==> src/rtl/seg_scan_capture.sv <==
// seg_scan_capture: samples a multiplexed active-low anode/cathode display
// bus, waits for each digit to settle, decodes the segment pattern back to
// hex and publishes a complete multi-digit frame with blank/error flags.
module seg_scan_capture #(
  parameter int DIGITS        = 4,
  parameter int STABLE_CYCLES = 16
) (
  input  logic                clk,
  input  logic                rst,
  input  logic [DIGITS-1:0]   anode,
  input  logic [6:0]          cathode,
  output logic [4*DIGITS-1:0] value,
  output logic [DIGITS-1:0]   blank,
  output logic [DIGITS-1:0]   digit_err,
  output logic                frame_valid
);

  localparam int SW = (DIGITS > 1) ? $clog2(DIGITS) : 1;
  localparam int BW = DIGITS + 7;
  localparam logic [7:0] CNT_MAX = 8'(STABLE_CYCLES - 1);

  typedef enum logic [1:0] {
    IDLE   = 2'd0,
    SETTLE = 2'd1,
    HOLD   = 2'd2
  } state_t;

  // Result layout: {blank, err, nibble}. Blank and unknown patterns give
  // nibble 0 so the frame value stays deterministic.
  function automatic logic [5:0] decode_seg(input logic [6:0] pat);
    logic [5:0] r;
    r = 6'h10;
    case (pat)
      7'b0000001: r = 6'h00;
      7'b1001111: r = 6'h01;
      7'b0010010: r = 6'h02;
      7'b0000110: r = 6'h03;
      7'b1001100: r = 6'h04;
      7'b0100100: r = 6'h05;
      7'b0100000: r = 6'h06;
      7'b0001111: r = 6'h07;
      7'b0000000: r = 6'h08;
      7'b0000100: r = 6'h09;
      7'b0001000: r = 6'h0A;
      7'b1100000: r = 6'h0B;
      7'b0110001: r = 6'h0C;
      7'b1000010: r = 6'h0D;
      7'b0110000: r = 6'h0E;
      7'b0111000: r = 6'h0F;
      7'b1111111: r = 6'h20;
      default:    r = 6'h10;
    endcase
    return r;
  endfunction

  logic [DIGITS-1:0]   anode_m, anode_s;
  logic [6:0]          cathode_m, cathode_s;
  logic [BW-1:0]       bus_prev;
  logic                bus_same;
  logic                one_low;
  logic [SW-1:0]       slot;
  logic [5:0]          dec;
  logic [7:0]          cnt;
  state_t              state;
  logic [4*DIGITS-1:0] stage_val;
  logic [DIGITS-1:0]   stage_blank;
  logic [DIGITS-1:0]   stage_err;
  logic [DIGITS-1:0]   captured;

  assign bus_same = ({anode_s, cathode_s} == bus_prev);
  assign one_low  = $onehot(~anode_s);
  assign dec      = decode_seg(cathode_s);

  // Two-flop synchronizer plus a one-cycle-old copy for change detection;
  // idle bus (all ones) is the reset value so reset release looks quiet.
  always_ff @(posedge clk) begin
    if (rst) begin
      anode_m   <= '1;
      anode_s   <= '1;
      cathode_m <= '1;
      cathode_s <= '1;
      bus_prev  <= '1;
    end else begin
      anode_m   <= anode;
      anode_s   <= anode_m;
      cathode_m <= cathode;
      cathode_s <= cathode_m;
      bus_prev  <= {anode_s, cathode_s};
    end
  end

  // Stability counter: counts identical consecutive samples, saturating.
  always_ff @(posedge clk) begin
    if (rst) begin
      cnt <= '0;
    end else if (!bus_same) begin
      cnt <= '0;
    end else if (cnt != CNT_MAX) begin
      cnt <= cnt + 8'd1;
    end
  end

  // Index of the single low anode bit; only meaningful when one_low is set.
  always_comb begin
    slot = '0;
    for (int i = 0; i < DIGITS; i++) begin
      if (!anode_s[i]) slot = SW'(i);
    end
  end

  // Scan FSM with staging, frame publication and registered outputs.
  always_ff @(posedge clk) begin
    if (rst) begin
      state       <= IDLE;
      stage_val   <= '0;
      stage_blank <= '0;
      stage_err   <= '0;
      captured    <= '0;
      value       <= '0;
      blank       <= '0;
      digit_err   <= '0;
      frame_valid <= 1'b0;
    end else begin
      frame_valid <= 1'b0;
      if (&captured) begin
        value       <= stage_val;
        blank       <= stage_blank;
        digit_err   <= stage_err;
        frame_valid <= 1'b1;
        captured    <= '0;
      end
      case (state)
        IDLE: begin
          if (one_low) state <= SETTLE;
        end
        SETTLE: begin
          if (!one_low) begin
            state <= IDLE;
          end else if (bus_same && (cnt == CNT_MAX)) begin
            stage_val[{slot, 2'b00} +: 4] <= dec[3:0];
            stage_blank[slot]             <= dec[5];
            stage_err[slot]               <= dec[4];
            captured[slot]                <= 1'b1;
            state                         <= HOLD;
          end
        end
        HOLD: begin
          // One capture per scan slot: wait for the bus to move on.
          if (!bus_same) state <= IDLE;
        end
        default: state <= IDLE;
      endcase
    end
  end

endmodule

==> config.mk <==
export PLATFORM = sky130hd
export DESIGN_NAME = seg_scan_capture
export DESIGN_NICKNAME = d
export VERILOG_FILES = /design/src/rtl/seg_scan_capture.sv
export SDC_FILE = /design/constraint.sdc
export NUM_CORES = 1
export LEC_CHECK = 0
export CORE_MARGIN = 2
export CORE_UTILIZATION = 59
export CTS_BUF_LIST = sky130_fd_sc_hd__clkbuf_8
export DETAILED_ROUTE_END_ITERATION = 10
export PLACE_DENSITY = 0.9
export RECOVER_POWER = 100
export SLEW_MARGIN = 10
export SYNTH_ARGS = -nofsm -noshare
export SYNTH_HDL_FRONTEND = slang
export SYNTH_SLANG_ARGS = --single-unit
==> constraint.sdc <==
create_clock -name clk -period 3.2 [get_ports clk]
set_clock_uncertainty 0.1 [all_clocks]
set_input_delay 0.8 -clock clk [delete_from_list [all_inputs] [get_ports clk]]
set_output_delay 0.8 -clock clk [all_outputs]
set_load 0.01 [all_outputs]
==> impl_metrics.json, run 1 <==
{
  "dp_hpwl_mm": 5.20,
  "synth_area_leaders": "dfxtp_1 (49%), nand2_1 (7.0%), or2_2 (5.4%)",
  "grt_util_met3_pct": 4.72,
  "power_leakage_nw": 1.76,
  "fin_ws_ps": 161,
  "r2r_end": "stage_val[15]",
  "layout-drive-gt1-share_pct": 14.2,
  "stdcell_count": 534,
  "clk_pin_slew_ps": 100,
  "required_ps": 3390,
  "hold_class": "flip-flop to flip-flop",
  "final_core_util_pct": 70.6,
  "cts_max_level": 3,
  "cts_sinks": 96,
  "wire_per_inst_microns": 13.9,
  "crit_path_max_fanout": 6,
  "nNetsFinal": 476,
  "n_antenna_cell": 0,
  "rows": 29,
  "finalSetupViolations": 0,
  "nFillCells": 503,
  "syn_avg_cell_area_sq_um": 9.24,
  "initial_core_util_pct": 61.4,
  "antenna_found_initial": 0,
  "seq_area_frac_synth_pct": 49.0,
  "worstHoldStart": "cathode_m[1]",
  "cts_tree": "built",
  "die_width_microns": 85.5,
  "port_buffers": 37,
  "grt_use_met1_pct": 26.6,
  "critPathCaptureType": "flip-flop",
  "grt_max_degree": 33,
  "ys_ff_latch": 96,
  "gp_congestion": 0.834,
  "final_cell_area_sq_um": 4510,
  "cts.path.max_buffers": 2,
  "grt_use_total_pct": 21.2,
  "fin_crit_sh_pct": 95.0,
  "worstMarginPinSlew_ps": 968,
  "ys_types": 42,
  "root_buffer": "clkbuf_8",
  "ant_nets": 0,
  "drt_iter0_drc": 216,
  "cap_violations": 0,
  "grt_pass1_wl_mm": 12.6,
  "clk_latency_ps": 360,
  "grt_overflow": 0,
  "slew_violations": 0,
  "grtUsageMet2_pct": 36.4,
  "cts_hold_buf": 0,
  "multi_input_area_sq_um": 1860,
  "die_area_sq_um": 7310,
  "area_delta_synth_final_pct": 15.0,
  "fp.dieH_microns": 85.5,
  "place_area_sq_um": 4290,
  "grt-busiest-layer": "met2",
  "fin_setup_tns_ps": 0,
  "arrival_ps": 3230,
  "wirelength_mm": 7.44,
  "slew_headroom_pct": 35.5,
  "dp_cells": 514,
  "netlist_area_sq_um": 3920,
  "hold_path_end": "cathode_s[1]",
  "grt_pass1_vias": 2755,
  "status": "completed",
  "peakVddDrop_uv": 416,
  "postSynthCellCount": 424,
  "final-hold-violation-count": 0,
  "synth-edff-count": 0,
  "fin_crit_ps": 3040,
  "vias": 2976,
  "numCtsBuffers": 9,
  "crit_type": "flip-flop to flip-flop",
  "core_area_sq_um": 6390,
  "min_path_cells": 1,
  "drc": 0,
  "fmax_mhz": 329,
  "power_density_nw_per_um2": 466,
  "synth_nets": 448,
  "num_io_pins": 38,
  "yosysTopAreaCell": "dfxtp_1",
  "regToRegStartpoint": "anode_s[0]",
  "viasPerCell": 5.57,
  "crit_path_start_kind": "flip-flop",
  "r2r_cells": 9,
  "synth_top_area_share_pct": 49.0,
  "r2r_slack_ps": 160,
  "register_area_sq_um": 1920,
  "pre_cts_ws_ps": 51.3,
  "ys.flop_type": "dfxtp_1",
  "drtPass1Iterations": 4,
  "synth-async-reset-ratio_pct": 0,
  "yosys_warnings": 0
}
==> repair_timing <==
| item | CTS | global route |
|---|---|---|
| setup buffers | 0 | 4 |
| endpoints found under the setup margin | 0 | 24 |
| gates resized for setup | 0 | 1 |
==> how the worst max path moves through the flow <==
stage                          start            end  cells after the start
after floorplan           anode_s[0]   stage_val[3]                      9
after global placement    anode_s[0]  stage_val[15]                      9
after detailed placement  anode_s[0]  stage_val[14]                      9
after CTS                 anode_s[0]  stage_val[15]                      9
after global routing      anode_s[0]   stage_val[9]                     10
final                     anode_s[0]  stage_val[15]                      9
==> synthesized netlist by cell type (all sizes together), types with 2 or more instances <==
| library cell | n |
|---|---|
| xor2 | 4 |
| a211oi | 2 |
| o2bb2ai | 12 |
| mux2i | 10 |
| nor3 | 7 |
| xnor2 | 13 |
| nor2 | 7 |
| dfxtp | 96 |
| or3 | 5 |
| nand3 | 10 |
| nor3b | 3 |
| nand3b | 2 |
| nor4 | 12 |
| a21oi | 34 |
| nand4 | 8 |
| nand2b | 15 |
| nor4b | 2 |
| or2 | 34 |
| clkbuf | 21 |
| or4 | 2 |
| nand2 | 73 |
| buf | 6 |
| and4 | 2 |
| o22ai | 4 |
| and3 | 3 |
| ha | 10 |
| a31oi | 2 |
| inv | 8 |
| and2 | 7 |
==> flip-flops by register name, summed over array words and instances (netlist names) <==
name and count:
anode_m 4, anode_s 4, blank 4, bus_prev 11, captured 4, cathode_m 7
cathode_s 7, cnt 8, digit_err 4, frame_valid 1, stage_blank 4, stage_err 4
stage_val 16, state 2, value 16
==> power by group <==
part / switching, mW / leakage, nW / internal (mW) / total, mW
Sequential: 0.0221 / 0.780 / 1.21 / 1.23
Clock: 0.448 / 0.0909 / 0.298 / 0.746
Combinational: 0.0652 / 0.886 / 0.0551 / 0.120
Total: 0.535 / 1.76 / 1.57 / 2.10
==> final cells by class <==
class	instances	share of cell area [%]
flip-flops and latches	96	42.7
multi-input cells	293	41.2
repair buffers	44	9.16
clock buffers	9	2.75
well taps	77	2.14
clock inverters	7	1.44
inverters	8	0.666
==> worst max-delay path, stage by stage (launching register included) <==
cell and delay (ps):
dfxtp_1 350, fa_1 530, inv_1 40, ha_1 170, ha_1 280, nor4b_2 330, nand4_2 260, nor4_1 470
nand2_1 230, o2bb2ai_1 220
==> stage by stage <==
stage	power, mW	hold slack, ps
6_report	2.10	316
5_1_grt	2.18	325
4_1_cts	2.12	316
3_5_place_dp	1.38	294
3_3_place_gp	1.38	292
2_1_floorplan	1.35	289
==> cell families (layout without fill, tap and decap cells) <==
group	after synthesis	in the layout	share of synthesized area [%]
and+or+nand+nor	194	194	27.4
DFF	96	96	49.0
AOI/OAI and AO/OA	61	61	9.93
buffers and inverters	35	68	3.54
xor gates and xnor gates	17	17	3.80
adders and majority gates	11	11	3.70
muxes	10	10	2.55
==> layout by cell type, fill, tap and decap left out, types with 5 or more instances in the layout <==
cell type,instances
nand3_1,10
nor2_1,7
clkdlybuf4s50_1,11
mux2i_1,10
o2bb2ai_1,12
or3_1,5
nand4_1,6
nor4_1,7
dlygate4sd3_1,25
buf_4,6
a21oi_1,34
inv_1,8
nand2_1,73
nor3_1,7
or2_2,34
dfxtp_1,96
nand2b_1,15
clkbuf_8,9
xnor2_1,13
ha_1,10
==> routing by layer <==
layer | vias up | wire length (microns)
met3 | 14 | 346
met2 | 76 | 3820
met1 | 1389 | 3130
met5 | - | 0
met4 | 0 | 142
li1 | 1497 | -
Power figures use the tool's default switching activity.
==> inputs of run 2 (changes only) <==
==> constraint.sdc (replaced) <==
create_clock -name clk -period 3.45 [get_ports clk]
set_clock_uncertainty 0.1 [all_clocks]
set_input_delay 0.8625 -clock clk [delete_from_list [all_inputs] [get_ports clk]]
set_output_delay 0.8625 -clock clk [all_outputs]
set_load 0.01 [all_outputs]
==> run 2 against run 1 <==
  * Flip-flop and latch count did not move
  * Total power decreased by 5.9%
  * Critical endpoint is now stage_val[14]
  * Register-to-register slack gained 90 ps
  * First-iteration DRC count fell by 20%
  * Hold slack hardly changed
  * Design area shrank 0.92%
  * Clock power is 3.5% lower
  * Maximum frequency decreased by 5.0%
  * Routed wire length is 1.7% higher
==> impl_metrics.json, run 2 (same netlist as run 1, synthesis figures left out) <==
{
  "status": "completed",
  "peakVddDrop_uv": 390,
  "register_area_sq_um": 1920,
  "final-hold-violation-count": 0,
  "cts_tree": "built",
  "whs_ps": 316,
  "drtPass1Iterations": 5,
  "power_leakage_nw": 1.74,
  "initial_core_util_pct": 61.4,
  "reg_top3": "stage_val x16, value x16, bus_prev x11",
  "nFillCells": 483,
  "required_ps": 3590,
  "grt_overflow": 0,
  "port_buffers": 37,
  "cap_violations": 0,
  "vias": 3003,
  "num_io_pins": 38,
  "numCtsBuffers": 9,
  "crit_type": "flip-flop to flip-flop",
  "fin_ws_ps": 251,
  "layout_common_cells": "dfxtp_1 (96), nand2_1 (73), or2_2 (34), a21oi_1 (34), dlygate4sd3_1 (25)",
  "clk_pin_slew_ps": 100,
  "finalSetupViolations": 0,
  "hold_class": "flip-flop to flip-flop",
  "crit_path_start_kind": "flip-flop",
  "slew_violations": 0,
  "layout_commonest_cell": "dfxtp_1",
  "fmax_mhz": 313,
  "slew_headroom_pct": 16.2,
  "drc": 0,
  "wirelength_mm": 7.57,
  "cts_max_level": 3,
  "gp_congestion": 0.806,
  "pre_cts_ws_ps": 321,
  "layout-drive-gt1-share_pct": 13.1,
  "final_cell_area_sq_um": 4460,
  "cts_setup_buffers": 0,
  "area_delta_synth_final_pct": 13.9,
  "ant_nets": 0,
  "rows": 29,
  "root_buffer": "clkbuf_8",
  "grt_pass1_wl_mm": 12.9,
  "fin_crit_ps": 3200,
  "cts.path.max_buffers": 2,
  "multi_input_area_sq_um": 1850,
  "core_area_sq_um": 6390,
  "crit_path_max_fanout": 8,
  "cts_resized": 0,
  "critPathCaptureType": "flip-flop",
  "viasPerCell": 5.69,
  "dp_cells": 512,
  "cts_hold_buf": 0,
  "arrival_ps": 3340,
  "rsz0062_at_grt": "no",
  "place_area_sq_um": 4280,
  "wire_per_inst_microns": 14.3,
  "n_antenna_cell": 0,
  "power_density_nw_per_um2": 443,
  "grt_use_total_pct": 22.1,
  "die_area_sq_um": 7310,
  "dp_hpwl_mm": 5.15,
  "nNetsFinal": 470,
  "grt_max_degree": 81,
  "drt_iter0_drc": 173,
  "cts_sinks": 96,
  "fin_setup_tns_ps": 0,
  "grt_pass1_vias": 2853,
  "antenna_found_initial": 0,
  "fp.dieH_microns": 85.5,
  "fin_crit_sh_pct": 92.7,
  "worstMarginPinSlew_ps": 1260,
  "clk_latency_ps": 380,
  "die_width_microns": 85.5,
  "stdcell_count": 528
}
run 2: path summary, 6_finish.rpt:
path / from / end / slack (ps) / depth (start not counted)
setup / recovery: anode_s[0] / stage_val[14] / 250 / 9
hold / removal: anode_m[3] / anode_s[3] / 320 / 1
setup reg to reg: anode_s[0] / stage_val[14] / 250 / 9
hold reg to reg: anode_m[3] / anode_s[3] / 320 / 1
run 2: critical path, stage by stage (launching register included):
cell and delay [ps]:
dfxtp_1 360, fa_1 540, inv_1 40, ha_1 170, ha_1 270, nor4b_1 430
nand4_2 290, nor4_4 430, a21oi_1 230, o2bb2ai_1 210
run 2: where the power goes:
group / leakage, nW / internal [mW] / switching, mW
combinational: 0.859 / 0.0504 / 0.0602
clock: 0.101 / 0.284 / 0.436
sequential: 0.780 / 1.12 / 0.0207
total: 1.74 / 1.46 / 0.517
run 2: layer usage:
| metal | up-vias | wire (microns) | global-route usage (%) |
|---|---|---|---|
| met2 | 83 | 3890 | 38.6 |
| li1 | 1496 | - | - |
| met4 | 0 | 135 | 9.67 |
| met5 | - | 0 | 0 |
| met3 | 16 | 373 | 5.10 |
| met1 | 1408 | 3170 | 25.9 |
run 2: cell type report:
| class | instances | share of cell area, % |
|---|---|---|
| clock inverter | 7 | 1.65 |
| inverter | 8 | 0.673 |
| sequential | 96 | 43.0 |
| multi-input combinational | 293 | 41.4 |
| tap | 77 | 2.16 |
| clock buffer | 9 | 2.77 |
| timing repair buffer | 38 | 8.27 |
run 2: through the flow:
stage	power (mW)	utilization (%)
floorplan	1.25	-
global placement	1.28	67.0
detailed placement	1.28	67.0
CTS	1.99	70.1
global route	2.05	69.9
finish	1.98	69.9
